===== config.mk =====
export PLATFORM = sky130hd
export DESIGN_NAME = fsm_dispense_flat
export DESIGN_NICKNAME = d
export VERILOG_FILES = /design/src/rtl/fsm_dispense_if.sv /design/src/rtl/fsm_dispense.sv /design/src/flat_wrapper.sv
export SDC_FILE = /design/constraint.sdc
export NUM_CORES = 1
export LEC_CHECK = 0
export CORE_AREA = 2 2 64 66
export CTS_CLUSTER_SIZE = 8
export DETAILED_ROUTE_END_ITERATION = 7
export DIE_AREA = 0 0 66 68
export PLACE_DENSITY_LB_ADDON = 0.08
export SYNTH_ARGS = -nofsm -noshare
export SYNTH_HDL_FRONTEND = slang
export SYNTH_SLANG_ARGS = --single-unit

===== constraint.sdc =====
create_clock -name clk -period 5 [get_ports clk]
set_input_delay 1.5 -clock clk [delete_from_list [all_inputs] [get_ports clk]]
set_output_delay 1.5 -clock clk [all_outputs]
set_load 0.005 [all_outputs]

===== src/rtl/fsm_dispense_if.sv =====
// Signal bundle between the dispense controller and the seller FSM / machine I/O.
// The master drives sale pulses and sensor inputs; the slave (controller) drives actuators and status.
interface fsm_dispense_if;
    logic       sell_flag;
    logic       change_flag;
    logic       prod_sensor;
    logic       fault_clr;
    logic       motor_en;
    logic       coin_eject;
    logic       dispense_done;
    logic       busy;
    logic       q_full;
    logic       fault;
    logic       ovf;
    logic [7:0] drop_cnt;

    modport master (
        output sell_flag, change_flag, prod_sensor, fault_clr,
        input  motor_en, coin_eject, dispense_done, busy, q_full, fault, ovf, drop_cnt
    );

    modport slave (
        input  sell_flag, change_flag, prod_sensor, fault_clr,
        output motor_en, coin_eject, dispense_done, busy, q_full, fault, ovf, drop_cnt
    );
endinterface


===== src/rtl/fsm_dispense.sv =====
// Dispense controller: queues sales, runs the product motor, confirms the drop via the
// sensor and ejects a 0.5 change coin when owed. Faults out if the product never drops.
module fsm_dispense #(
    parameter int QDEPTH       = 4,
    parameter int MOTOR_CYCLES = 8,
    parameter int EJECT_CYCLES = 4,
    parameter int TIMEOUT      = 64
) (
    input  logic            clk,
    input  logic            rst,
    fsm_dispense_if.slave   bus
);

    localparam int AW   = $clog2(QDEPTH);
    localparam int CW   = AW + 1;
    localparam int MAXC = (TIMEOUT > MOTOR_CYCLES)
                        ? ((TIMEOUT > EJECT_CYCLES) ? TIMEOUT : EJECT_CYCLES)
                        : ((MOTOR_CYCLES > EJECT_CYCLES) ? MOTOR_CYCLES : EJECT_CYCLES);
    localparam int NW   = $clog2(MAXC + 1);

    localparam logic [NW-1:0] MOTOR_LAST   = NW'(MOTOR_CYCLES - 1);
    localparam logic [NW-1:0] EJECT_LAST   = NW'(EJECT_CYCLES - 1);
    localparam logic [NW-1:0] TIMEOUT_LAST = NW'(TIMEOUT - 1);
    localparam logic [CW-1:0] QDEPTH_CNT   = CW'(QDEPTH);

    typedef enum logic [2:0] {
        IDLE,
        MOTOR,
        WAIT_DROP,
        EJECT,
        DONE,
        FAULT
    } state_t;

    state_t          state;
    logic [QDEPTH-1:0] q_mem;
    logic [AW-1:0]   wr_ptr;
    logic [AW-1:0]   rd_ptr;
    logic [CW-1:0]   q_count;
    logic [NW-1:0]   cyc_cnt;
    logic            chg_r;
    logic            seen_r;
    logic            motor_en_r;
    logic            coin_eject_r;
    logic            done_r;
    logic            fault_r;
    logic            ovf_r;
    logic [7:0]      drop_cnt_r;

    logic            q_full_i;
    logic            q_empty_i;
    logic            push;
    logic            pop;
    logic            dropped;

    assign q_full_i  = (q_count == QDEPTH_CNT);
    assign q_empty_i = (q_count == '0);
    assign push      = bus.sell_flag && !q_full_i;
    assign pop       = (state == IDLE) && !q_empty_i;
    assign dropped   = seen_r || bus.prod_sensor;

    // Request FIFO of change bits; a push and a pop in the same cycle leave the count unchanged.
    always_ff @(posedge clk) begin
        if (rst) begin
            q_mem   <= '0;
            wr_ptr  <= '0;
            rd_ptr  <= '0;
            q_count <= '0;
            ovf_r   <= 1'b0;
        end else begin
            if (push) begin
                q_mem[wr_ptr] <= bus.change_flag;
                wr_ptr        <= wr_ptr + AW'(1);
            end
            if (pop) begin
                rd_ptr <= rd_ptr + AW'(1);
            end
            if (push && !pop) begin
                q_count <= q_count + CW'(1);
            end else if (pop && !push) begin
                q_count <= q_count - CW'(1);
            end
            if (bus.sell_flag && q_full_i) begin
                ovf_r <= 1'b1;
            end else if (bus.fault_clr) begin
                ovf_r <= 1'b0;
            end
        end
    end

    // Outputs are registered alongside the state so they switch on the same edge as it.
    always_ff @(posedge clk) begin
        if (rst) begin
            state        <= IDLE;
            cyc_cnt      <= '0;
            chg_r        <= 1'b0;
            seen_r       <= 1'b0;
            motor_en_r   <= 1'b0;
            coin_eject_r <= 1'b0;
            done_r       <= 1'b0;
            fault_r      <= 1'b0;
            drop_cnt_r   <= '0;
        end else begin
            done_r <= 1'b0;
            case (state)
                IDLE: begin
                    if (!q_empty_i) begin
                        chg_r      <= q_mem[rd_ptr];
                        seen_r     <= 1'b0;
                        cyc_cnt    <= '0;
                        motor_en_r <= 1'b1;
                        state      <= MOTOR;
                    end
                end

                MOTOR: begin
                    seen_r <= dropped;
                    if (cyc_cnt == MOTOR_LAST) begin
                        motor_en_r <= 1'b0;
                        cyc_cnt    <= '0;
                        if (!dropped) begin
                            state <= WAIT_DROP;
                        end else if (chg_r) begin
                            coin_eject_r <= 1'b1;
                            state        <= EJECT;
                        end else begin
                            done_r     <= 1'b1;
                            drop_cnt_r <= drop_cnt_r + 8'd1;
                            state      <= DONE;
                        end
                    end else begin
                        cyc_cnt <= cyc_cnt + NW'(1);
                    end
                end

                WAIT_DROP: begin
                    if (bus.prod_sensor) begin
                        cyc_cnt <= '0;
                        if (chg_r) begin
                            coin_eject_r <= 1'b1;
                            state        <= EJECT;
                        end else begin
                            done_r     <= 1'b1;
                            drop_cnt_r <= drop_cnt_r + 8'd1;
                            state      <= DONE;
                        end
                    end else if (cyc_cnt == TIMEOUT_LAST) begin
                        cyc_cnt <= '0;
                        fault_r <= 1'b1;
                        state   <= FAULT;
                    end else begin
                        cyc_cnt <= cyc_cnt + NW'(1);
                    end
                end

                EJECT: begin
                    if (cyc_cnt == EJECT_LAST) begin
                        coin_eject_r <= 1'b0;
                        cyc_cnt      <= '0;
                        done_r       <= 1'b1;
                        drop_cnt_r   <= drop_cnt_r + 8'd1;
                        state        <= DONE;
                    end else begin
                        cyc_cnt <= cyc_cnt + NW'(1);
                    end
                end

                DONE: begin
                    state <= IDLE;
                end

                FAULT: begin
                    // The aborted item is abandoned; queued sales resume once cleared.
                    if (bus.fault_clr) begin
                        fault_r <= 1'b0;
                        state   <= IDLE;
                    end
                end

                default: begin
                    motor_en_r   <= 1'b0;
                    coin_eject_r <= 1'b0;
                    fault_r      <= 1'b0;
                    state        <= IDLE;
                end
            endcase
        end
    end

    assign bus.motor_en      = motor_en_r;
    assign bus.coin_eject    = coin_eject_r;
    assign bus.dispense_done = done_r;
    assign bus.fault         = fault_r;
    assign bus.ovf           = ovf_r;
    assign bus.drop_cnt      = drop_cnt_r;
    assign bus.q_full        = q_full_i;
    assign bus.busy          = (state != IDLE) || !q_empty_i;

endmodule


===== src/flat_wrapper.sv =====
// flat-port wrapper written by rule: the top's interface ports become plain ports
module fsm_dispense_flat 
#(
    parameter int QDEPTH       = 4,
    parameter int MOTOR_CYCLES = 8,
    parameter int EJECT_CYCLES = 4,
    parameter int TIMEOUT      = 64
)
  (clk, rst, bus_sell_flag, bus_change_flag, bus_prod_sensor, bus_fault_clr, bus_motor_en, bus_coin_eject, bus_dispense_done, bus_busy, bus_q_full, bus_fault, bus_ovf, bus_drop_cnt);
  fsm_dispense_if bus_i ();
  input  logic clk;
  input  logic rst;
  input wire logic [$bits(bus_i.sell_flag)-1:0] bus_sell_flag;
  input wire logic [$bits(bus_i.change_flag)-1:0] bus_change_flag;
  input wire logic [$bits(bus_i.prod_sensor)-1:0] bus_prod_sensor;
  input wire logic [$bits(bus_i.fault_clr)-1:0] bus_fault_clr;
  output wire logic [$bits(bus_i.motor_en)-1:0] bus_motor_en;
  output wire logic [$bits(bus_i.coin_eject)-1:0] bus_coin_eject;
  output wire logic [$bits(bus_i.dispense_done)-1:0] bus_dispense_done;
  output wire logic [$bits(bus_i.busy)-1:0] bus_busy;
  output wire logic [$bits(bus_i.q_full)-1:0] bus_q_full;
  output wire logic [$bits(bus_i.fault)-1:0] bus_fault;
  output wire logic [$bits(bus_i.ovf)-1:0] bus_ovf;
  output wire logic [$bits(bus_i.drop_cnt)-1:0] bus_drop_cnt;
  assign bus_i.sell_flag = bus_sell_flag;
  assign bus_i.change_flag = bus_change_flag;
  assign bus_i.prod_sensor = bus_prod_sensor;
  assign bus_i.fault_clr = bus_fault_clr;
  assign bus_motor_en = bus_i.motor_en;
  assign bus_coin_eject = bus_i.coin_eject;
  assign bus_dispense_done = bus_i.dispense_done;
  assign bus_busy = bus_i.busy;
  assign bus_q_full = bus_i.q_full;
  assign bus_fault = bus_i.fault;
  assign bus_ovf = bus_i.ovf;
  assign bus_drop_cnt = bus_i.drop_cnt;
  fsm_dispense #(.QDEPTH(QDEPTH), .MOTOR_CYCLES(MOTOR_CYCLES), .EJECT_CYCLES(EJECT_CYCLES), .TIMEOUT(TIMEOUT)) u_core (.clk(clk), .rst(rst), .bus(bus_i));
endmodule

==> summary.txt, run 1 <==
Power and ir drop
  – Flop pwr share: 38.3%
  – Combinational Power Share: 37.6%
  – Leakage: 0.895 nW
  – Peak VDD IR: 0.000258 V
  – P per Cell Area: 450 nW/um2
  – Clock power share: 24.1%
  – Pint: 0.000660 W
  – Switching share of power: 36.7%
  – Net Sw Power: 0.000383 W

Timing
  – Final Hold Fails: 0
  – Worst slew margin: 62.1%
  – Setup ws final: 1.45 ns
  – Max-slew violation count: 0
  – Worst-Margin Slew: 0.568 ns
  – Clock skew: 0.00790 ns
  – TNS Setup: 0 ns
  – FMAX: 282 MHz
  – Unrepaired setup endpoints after global routing: false
  – # setup viols final: 0
  – Worst hold slack: 0.493 ns
  – Tcrit/Tclk final: 71.0%
  – Final min period: 3.55 ns

Synthesis
  – Synth Warn #: 0
  – Gate Count Post-Synth: 233
  – Top-count cell post-synth: dfxtp_1
  – Post-synthesis mux area share: 5.16%
  – Synthesized area: 1990 um2
  – #FFs+latches synth: 36
  – Main synth FF type: dfxtp_1
  – Largest cells by area after synthesis: dfxtp_1, nor2_1, ha_1
  – Register area share after synthesis: 36.2%
  – Count of cell types in the netlist: 54
  – Post-Synth XOR/XNOR Area: 3.96%
  – Mapped Avg Cell Area: 8.54 um2
  – Top cell type by total area after synthesis: dfxtp_1
  – Post-synth top cells: dfxtp_1, nor2_1, nand2_1, inv_1, a21oi_1
  – Synthesized-area fraction occupied by adder cells: 5.41%
  – Simple-gate share of the synthesized area: 23.6%
  – Asr flop ratio synth: 0%
  – Largest family of logic cells by synthesized area: simple AND/OR/NAND/NOR gates
  – Share of the synthesized area in the top cell type: 36.2%
  – Post-synth EDFFs: 0
  – Synth Area in Compound Gates: 20.5%
  – Net Count, Synth: 247

Drt
  – 1st-iter DRT viols: 110
  – Drt drc: 0
  – Vias/cell: 5.63
  – Post-route antenna net violation count: 0
  – Wire per inst: 13.7 um
  – Total number of vias: 1690
  – Drt total wl: 4100 um
  – Pre-Repair DR Iteration Count: 4

Clock tree
  – Cts bufs inserted: 5
  – Hold_buf cts: 0
  – Htree depth: 2
  – Clock-pin slew on the worst setup and hold paths: 0.07 ns
  – Sinks on Clock Net: 36
  – Post-CTS Resized: 0
  – Setup Fix Bufs, Post-CTS: 0
  – CTS Root Cell: clkbuf_8
  – CTS tree: yes
  – CTS max path bufs: 2
  – Clk_lat worst skew: 0.29 ns

Cells and area
  – Layout cell share with drive strength beyond 1: 8.40%
  – Post-route cell area: 2320 um2
  – Nets: 263
  – Syn-to-layout area delta: 16.5%
  – Antenna diode count: 0
  – FILL cells: 355

Flow run
  – Max cap viols: 0

Placement
  – GPL Wtd Cong: 0.835
  – DP Wirelength: 2920 um
  – Place WS: 1.14 ns
  – PortBufs: 20
  – Placed cell areas: 2210 um2

Floorplanning
  – Die W: 66 um
  – Starting Density: 51.6%
  – Die H: 68 um
  – I/O Pins: 21
  – Row count: 23
  – Core area: 3860 um2
  – Die ar.: 4490 um2

Worst setup path
  – CP max FO: 7
  – Slowest cell on crit path: clkdlybuf4s50_1
  – Startpoint type of the worst setup path: input pin
  – WP data arrival: 3.77 ns
  – Cell breakdown of the critical path: clkdlybuf4s50_1, nor2b_1, ha_1, inv_1, fa_1, xor2_1, or3_1, a21oi_1
  – Crit Path Class: input pin to register
  – Critical path capture point type: register
  – CP Data Required Time: 5.22 ns
  – Crit-path max cell delay: 0.47 ns

Global route
  – Global Route Usage Sum: 19.9%
  – Initial antenna violation count: 0
  – Largest net degree at the start of global routing: 22
  – Number of global-route vias before repair: 1447
  – Total gr overflow: 0
  – First-pass GRT wire length: 6780 um

Run status
  – Status: complete, no violations

Min path
  – Type of the worst min-delay path: register to register
-- state kept, by name (all words and copies together), names as in the netlist, 2 cells and up --
name,cells
u_core.state,3
u_core.bus.drop_cnt,8
u_core.q_count,3
u_core.q_mem,4
u_core.cyc_cnt,7
u_core.rd_ptr,2
u_core.wr_ptr,2
-- final cells by class --
cell class,instances,area [um2],area share [%]
Inverter,14,52.6,2.27
Tap cell,50,62.6,2.70
Multi-Input combinational cell,171,1170,50.4
Clock buffer,6,72.6,3.13
Sequential cell,36,721,31.1
Timing Repair Buffer,21,208,8.96
Clock inverter,2,35.0,1.51
-- cells by family (layout without fill, tap and decap cells) --
| group | Yosys count | after routing |
|---|---|---|
| adder cells (fa/ha/maj) | 8 | 8 |
| buffers and inverters | 26 | 43 |
| multiplexers | 9 | 9 |
| flip-flops | 36 | 36 |
| AND/OR/NAND/NOR | 92 | 92 |
| XOR/XNOR | 9 | 9 |
| AO/OA/AOI/OAI | 53 | 53 |
-- power groups by stage --
stage	clock network [W]	logic, W	registers, W
4_1_cts	0.000260	0.000395	0.000400
6_report	0.000251	0.000392	0.000400
3_5_place_dp	0	0.000392	0.000406
5_1_grt	0.000273	0.000444	0.000407
2_1_floorplan	0	0.000313	0.000377
3_3_place_gp	0	0.000387	0.000406
-- layer usage --
| layer | routed length [um] | GRT usage [%] |
|---|---|---|
| met4 | 65 | 7.65 |
| met2 | 1830 | 31.6 |
| met5 | 0 | 0 |
| met3 | 139 | 4.93 |
| met1 | 2060 | 26.4 |
-- final timing paths --
path / from / endpoint / slack [ns] / depth (start not counted)
worst min-delay path: u_core.q_mem[2] / u_core.q_mem[2] / 0.49 / 2
worst min register to register: u_core.q_mem[2] / u_core.q_mem[2] / 0.49 / 2
worst max register to register: u_core.state[0] / u_core.q_count[2] / 2.56 / 8
worst max-delay path: bus_sell_flag / u_core.q_count[2] / 1.45 / 8
-- metrics by stage --
stage	power [W]	utilization [%]	instances
detailed placement	0.000798	57.3	292
finish	0.00104	60.1	300
CTS	0.00106	60.1	300
global placement	0.000793	57.3	292
global route	0.00112	60.1	300
floorplan	0.000690	-	233
-- layout by cell type, fill, tap and decap left out, types with 3 or more instances in the layout --
| cell | n |
|---|---|
| o311ai_1 | 3 |
| o21ai_1 | 5 |
| nand3_1 | 8 |
| or3_1 | 4 |
| nor2_1 | 28 |
| inv_1 | 12 |
| o21ai_0 | 5 |
| xor2_1 | 8 |
| clkbuf_8 | 5 |
| a211oi_1 | 5 |
| nand2_1 | 18 |
| and3_1 | 3 |
| clkdlybuf4s50_1 | 20 |
| mux2i_1 | 8 |
| nor3_1 | 7 |
| dfxtp_1 | 36 |
| a21oi_1 | 10 |
| nand2b_1 | 4 |
| ha_1 | 7 |
| nor2b_1 | 5 |
-- critical path: cells and delay by family --
kind	cells	cell delay, ns
AND/OR/NAND/NOR	2	0.76
adder cells (fa/ha/maj)	2	0.67
buffers and inverters	2	0.53
XOR/XNOR	1	0.17
AO/OA/AOI/OAI	1	0.14
(Power assumes the default switching activity.)
==> run 2: changes to the inputs <==
Settings changed: CORE_AREA 2 2 64 66 to 2 2 67 69, DIE_AREA 0 0 66 68 to 0 0 69 71.
Clock period 5 ns to 2.9 ns, I/O delays scaled along.
==> summary.txt, run 2 (same netlist as run 1, synthesis figures left out) <==
Cells and area
  – Max FFs per register: 8 (unchanged)
  – Layout cell share with drive strength beyond 1: 12.0% (+3.6 points)
  – Nets: 272 (+3.4%)
  – Commonest non-fill, non-tap cell in the layout: dfxtp_1
  – Syn-to-layout area delta: 19.3%
  – Final Util: 56.5% (-3.7 points)
  – Antenna diode count: 0 (unchanged)
  – Most frequent cells in the layout: dfxtp_1, nor2_1, clkdlybuf4s50_1
  – Post-route cell area: 2370 um2 (+2.4%)

Global route
  – Total gr overflow: 0 (unchanged)
  – Global Route Usage Sum: 19.6% (-0.33 points)
  – Number of global-route vias before repair: 1658 (+15%)
  – Met2 usage: 30.0% (-1.5 points)
  – Largest net degree at the start of global routing: 28 (+27%)
  – Initial antenna violation count: 0 (unchanged)
  – Global routing's busiest layer: met2
  – M1 GR Usage: 26.4% (about the same)
  – GR Util met3: 4.42% (-0.52 points)
  – First-pass GRT wire length: 7760 um (+14%)

Drt
  – Vias/cell: 5.68 (+0.80%)
  – 1st-iter DRT viols: 166 (+51%)
  – Drt drc: 0 (unchanged)
  – Total number of vias: 1766 (+4.5%)
  – Drt total wl: 4410 um (+7.6%)
  – Wire per inst: 14.2 um (+3.8%)
  – Pre-Repair DR Iteration Count: 4 (unchanged)
  – Post-route antenna net violation count: 0 (unchanged)

Timing
  – Unrepaired setup endpoints after global routing: false
  – Clock skew: 0.00727 ns (-0.000633 ns)
  – Max-slew violation count: 0 (unchanged)
  – FMAX: 392 MHz
  – # setup viols final: 0 (unchanged)
  – Setup ws final: 0.346 ns (-1.11 ns)
  – Worst-Margin Slew: 0.586 ns (+0.0181 ns)
  – Final min period: 2.55 ns
  – Tcrit/Tclk final: 88.1%
  – Worst slew margin: 60.5% (-1.6 points)
  – TNS Setup: 0 ns (unchanged)
  – Final Hold Fails: 0 (unchanged)

Floorplanning
  – Die H: 71 um (+4.4%)
  – Die ar.: 4900 um2 (+9.2%)
  – I/O Pins: 21 (unchanged)
  – Core area: 4200 um2 (+9.0%)
  – Starting Density: 47.3% (-4.3 points)
  – Die W: 69 um (+4.5%)
  – Row count: 24 (+4.3%)

Clock tree
  – Setup Fix Bufs, Post-CTS: 0 (unchanged)
  – Hold_buf cts: 0 (unchanged)
  – Clk_lat worst skew: 0.30 ns (about the same)
  – CTS max path bufs: 2 (unchanged)
  – Htree depth: 2 (unchanged)
  – Clock-pin slew on the worst setup and hold paths: 0.08 ns (about the same)
  – CTS Root Cell: clkbuf_8
  – Sinks on Clock Net: 36 (unchanged)
  – Cts bufs inserted: 5 (unchanged)
  – Post-CTS Resized: 0 (unchanged)
  – CTS tree: yes

Worst setup path
  – Slowest cell on crit path: clkdlybuf4s50_1
  – Cell breakdown of the critical path: nor3_1, and2_1, inv_1, clkdlybuf4s50_1
  – Register-to-register setup slack: 0.52 ns (-2.04 ns)
  – CP Data Required Time: 2.03 ns (-3.19 ns)
  – CP max FO: 3 (-4)
  – R2R depth: 8 (unchanged)
  – Critical path capture point type: primary output
  – R2r startpoint: u_core.q_count[1]
  – WP data arrival: 1.68 ns (-2.09 ns)
  – Crit-path max cell delay: 0.44 ns (-0.03 ns)
  – Capturing point of the worst reg2reg path: u_core.q_count[2]
  – Startpoint type of the worst setup path: register
  – Crit Path Class: register to primary output

Min path
  – Type of the worst min-delay path: register to register
  – Hold path depth: 2 (unchanged)
  – Worst Hold End: u_core.bus.motor_en
  – Hold path start: u_core.bus.motor_en

Placement
  – GPL Wtd Cong: 0.943 (+13%)
  – Placed cell areas: 2280 um2 (+3.2%)
  – DP Wirelength: 3220 um (+10%)
  – PortBufs: 20 (unchanged)
  – Place WS: 0.0653 ns (-1.07 ns)

Flow run
  – Max cap viols: 0 (unchanged)

Power and ir drop
  – Peak VDD IR: 0.000371 V (+44%)
  – Net Sw Power: 0.000703 W (+83%)
  – P per Cell Area: 752 nW/um2 (+67%)
  – Pint: 0.00108 W (+64%)
  – Flop pwr share: 36.3% (-2.0 points)
  – Combinational Power Share: 42.9% (+5.3 points)
  – Clock power share: 20.8% (-3.3 points)
  – Leakage: 0.925 nW (+3.3%)
  – Switching share of power: 39.4% (+2.7 points)

Run status
  – Status: complete, no violations
==> run 2: changes by cell type in the layout (fill, tap and decap cells not counted) <==
cell / before / now
clkinv_2: 1 / 0
clkbuf_1: 1 / 0
buf_4: 1 / 10
bufinv_16: 1 / 0
clkinv_4: 0 / 1
clkinvlp_4: 0 / 2
==> run 2: power by group through the flow <==
stage | Clock (W) | Combinational (W) | Sequential, W
2_1_floorplan | 0 | 0.000540 | 0.000649
4_1_cts | 0.000383 | 0.000766 | 0.000648
5_1_grt | 0.000402 | 0.000869 | 0.000660
3_3_place_gp | 0 | 0.000763 | 0.000659
3_5_place_dp | 0 | 0.000759 | 0.000660
6_report | 0.000372 | 0.000765 | 0.000648
==> run 2: worst max path at each step <==
stage	from	to	slack (ns)	depth (start not counted)
5_1_grt	bus_sell_flag	u_core.q_count[2]	0.25	8
2_1_floorplan	bus_sell_flag	u_core.q_count[2]	0.39	8
3_5_place_dp	bus_sell_flag	u_core.q_count[2]	0.07	8
4_1_cts	u_core.state[2]	bus_busy	0.34	4
3_3_place_gp	bus_sell_flag	u_core.q_count[2]	0.11	8
6_report	u_core.state[2]	bus_busy	0.35	4
==> run 2: layout make-up <==
class | count | area [um2]
inverters | 14 | 52.6
clock inverters | 3 | 23.8
clock buffers | 5 | 68.8
multi-input cells | 171 | 1170
flip-flops and latches | 36 | 721
well taps | 52 | 65.1
repair buffers | 30 | 275
fillers | 414 | 1830
==> run 2: layer usage <==
metal | up-vias | part of all wire [%]
met5 | - | 0
met3 | 6 | 3.3
met2 | 30 | 45
li1 | 887 | -
met1 | 843 | 50
met4 | 0 | 1.5
==> run 2: metrics by stage <==
step	power (W)	cells	hold slack [ns]
after floorplan	0.00119	233	0.449
after global placement	0.00142	303	0.471
after detailed placement	0.00142	303	0.480
after CTS	0.00180	311	0.494
after global routing	0.00193	311	0.522
final	0.00178	311	0.490
==> run 2: critical path: cells and delay by family (launching register included) <==
| family | cells | cell delay (ns) |
|---|---|---|
| flops | 1 | 0.33 |
| buf+inv | 2 | 0.51 |
| simple gates | 2 | 0.55 |
==> run 3: changes to the inputs <==
Settings changed: CORE_AREA 2 2 67 69 to 5 5 70 72, DIE_AREA 0 0 69 71 to 0 0 75 77.
==> summary.txt, run 3 (same netlist as run 1, synthesis figures left out) <==
Run status
  – Status: complete, no violations

Global route
  – Number of global-route vias before repair: 1606 (-3.1%)
  – Total gr overflow: 0 (unchanged)
  – Initial antenna violation count: 0 (unchanged)
  – Global Route Usage Sum: 16.5% (-3.1 points)
  – Largest net degree at the start of global routing: 28 (unchanged)
  – First-pass GRT wire length: 7530 um (-2.9%)

Floorplanning
  – Starting Density: 47.0% (-0.34 points)
  – Die H: 77 um (+8.5%)
  – Die ar.: 5780 um2 (+18%)
  – I/O Pins: 21 (unchanged)
  – Row count: 24 (unchanged)
  – Core area: 4230 um2 (+0.71%)
  – Die W: 75 um (+8.7%)

Cells and area
  – Final Util: 56.1% (-0.40 points)
  – Post-route cell area: 2370 um2 (unchanged)
  – Nets: 272 (unchanged)
  – Most frequent cells in the layout: dfxtp_1, nor2_1, clkdlybuf4s50_1
  – Max FFs per register: 8 (unchanged)
  – Layout cell share with drive strength beyond 1: 12.0% (unchanged)
  – Commonest non-fill, non-tap cell in the layout: dfxtp_1
  – Syn-to-layout area delta: 19.3% (unchanged)
  – Antenna diode count: 0 (unchanged)

Clock tree
  – Clk_lat worst skew: 0.29 ns (about the same)
  – CTS tree: yes
  – Setup Fix Bufs, Post-CTS: 0 (unchanged)
  – Sinks on Clock Net: 36 (unchanged)
  – Hold_buf cts: 0 (unchanged)
  – CTS max path bufs: 2 (unchanged)
  – Clock-pin slew on the worst setup and hold paths: 0.07 ns (about the same)
  – Post-CTS Resized: 0 (unchanged)
  – Cts bufs inserted: 5 (unchanged)
  – Htree depth: 2 (unchanged)
  – CTS Root Cell: clkbuf_8

Timing
  – Worst-Margin Slew: 0.569 ns (-0.0170 ns)
  – FMAX: 384 MHz (-1.9%)
  – Final min period: 2.60 ns (+0.0507 ns)
  – Unrepaired setup endpoints after global routing: false
  – Tcrit/Tclk final: 89.8% (+1.7 points)
  – Setup ws final: 0.296 ns (-0.0507 ns)
  – Clock skew: 0.00916 ns (+0.00189 ns)
  – # setup viols final: 0 (unchanged)
  – Max-slew violation count: 0 (unchanged)
  – Final Hold Fails: 0 (unchanged)
  – Worst hold slack: 0.482 ns (-0.00775 ns)
  – Worst slew margin: 61.7% (+1.1 points)

Flow run
  – Max cap viols: 0 (unchanged)

Min path
  – Worst Hold End: u_core.bus.motor_en
  – Type of the worst min-delay path: register to register
  – Hold path start: u_core.bus.motor_en
  – Hold path depth: 2 (unchanged)

Worst setup path
  – R2R depth: 8 (unchanged)
  – WP data arrival: 2.82 ns (+1.14 ns)
  – Capturing point of the worst reg2reg path: u_core.q_count[2]
  – Crit Path Class: input pin to register
  – Critical path capture point type: register
  – Startpoint type of the worst setup path: input pin
  – CP Data Required Time: 3.12 ns (+1.09 ns)
  – Register-to-register setup slack: 0.49 ns (-0.03 ns)
  – CP max FO: 2 (-1)
  – R2r startpoint: u_core.q_count[1]

Power and ir drop
  – Peak VDD IR: 0.000356 V (-4.0%)
  – Pint: 0.00110 W (+1.8%)
  – Clock power share: 20.9% (about the same)
  – Leakage: 0.936 nW (+1.1%)
  – Switching share of power: 38.4% (-1.0 points)
  – Net Sw Power: 0.000686 W (-2.5%)
  – Combinational Power Share: 42.8% (about the same)
  – Flop pwr share: 36.3% (about the same)
  – P per Cell Area: 753 nW/um2 (about the same)

Drt
  – Pre-Repair DR Iteration Count: 4 (unchanged)
  – Drt drc: 0 (unchanged)
  – Drt total wl: 4400 um (-0.16%)
  – Total number of vias: 1719 (-2.7%)
  – Post-route antenna net violation count: 0 (unchanged)
  – Vias/cell: 5.53 (-2.7%)
  – Wire per inst: 14.2 um (-0.16%)
  – 1st-iter DRT viols: 191 (+15%)

Placement
  – PortBufs: 20 (unchanged)
  – Placed cell areas: 2280 um2 (unchanged)
  – Place WS: -0.0178 ns (-0.0831 ns)
  – DP Wirelength: 3190 um (-0.85%)
  – GPL Wtd Cong: 0.813 (-14%)
run 3: cell count changes in the layout (fill, tap and decap cells not counted), sizes merged:
| cell | previous run | this run |
|---|---|---|
| clkinvlp | 2 | 0 |
| clkinv | 1 | 2 |
| clkbuf | 5 | 6 |
run 3: layer usage:
metal / vias up / part of all wire [%] / global-route usage, % / wire length, um
met5: - / 0 / 0 / 0
met4: 0 / 1.8 / 5.87 / 78
met3: 8 / 4.3 / 4.58 / 188
met2: 39 / 45 / 23.1 / 1970
met1: 783 / 49 / 23.9 / 2170
li1: 889 / - / - / -
run 3: worst max path at each step:
stage                             start                end  slack (ns)  cells after the start
after floorplan           bus_sell_flag  u_core.q_count[2]        0.39                      8
after global placement    bus_sell_flag  u_core.q_count[2]        0.11                      8
after detailed placement  bus_sell_flag  u_core.q_count[2]       -0.02                      8
after CTS                 bus_sell_flag  u_core.q_count[2]        0.30                      8
after global routing      bus_sell_flag  u_core.q_count[2]        0.20                      8
final                     bus_sell_flag  u_core.q_count[2]        0.30                      8
run 3: area by class of cell:
type                            instances  area, um2
Clock inverter                          2       10.0
Multi-Input combinational cell        171       1170
Sequential cell                        36        721
Timing Repair Buffer                   30        275
Clock buffer                            6       82.6
Inverter                               14       52.6
Tap cell                               52       65.1
Fill cell                             419       1860
run 3: through the flow:
step,TNS [ns],instances,total power (W)
after global placement,0,303,0.00142
after detailed placement,-0.0178,303,0.00142
final,0,311,0.00179
after CTS,0,311,0.00180
after global routing,0,311,0.00193
after floorplan,0,233,0.00119
run 3: power groups by stage:
stage	Clock [W]	Sequential, W	Combinational [W]
2_1_floorplan	0	0.000649	0.000540
3_3_place_gp	0	0.000659	0.000763
3_5_place_dp	0	0.000660	0.000761
4_1_cts	0.000385	0.000650	0.000766
5_1_grt	0.000414	0.000662	0.000852
6_report	0.000373	0.000648	0.000765
run 3: critical path, stage by stage:
cell,delay [ns]
clkdlybuf4s50_1,0.47
nor2b_1,0.20
ha_1,0.22
inv_1,0.06
fa_1,0.37
xor2_1,0.17
or3_1,0.31
a21oi_1,0.15
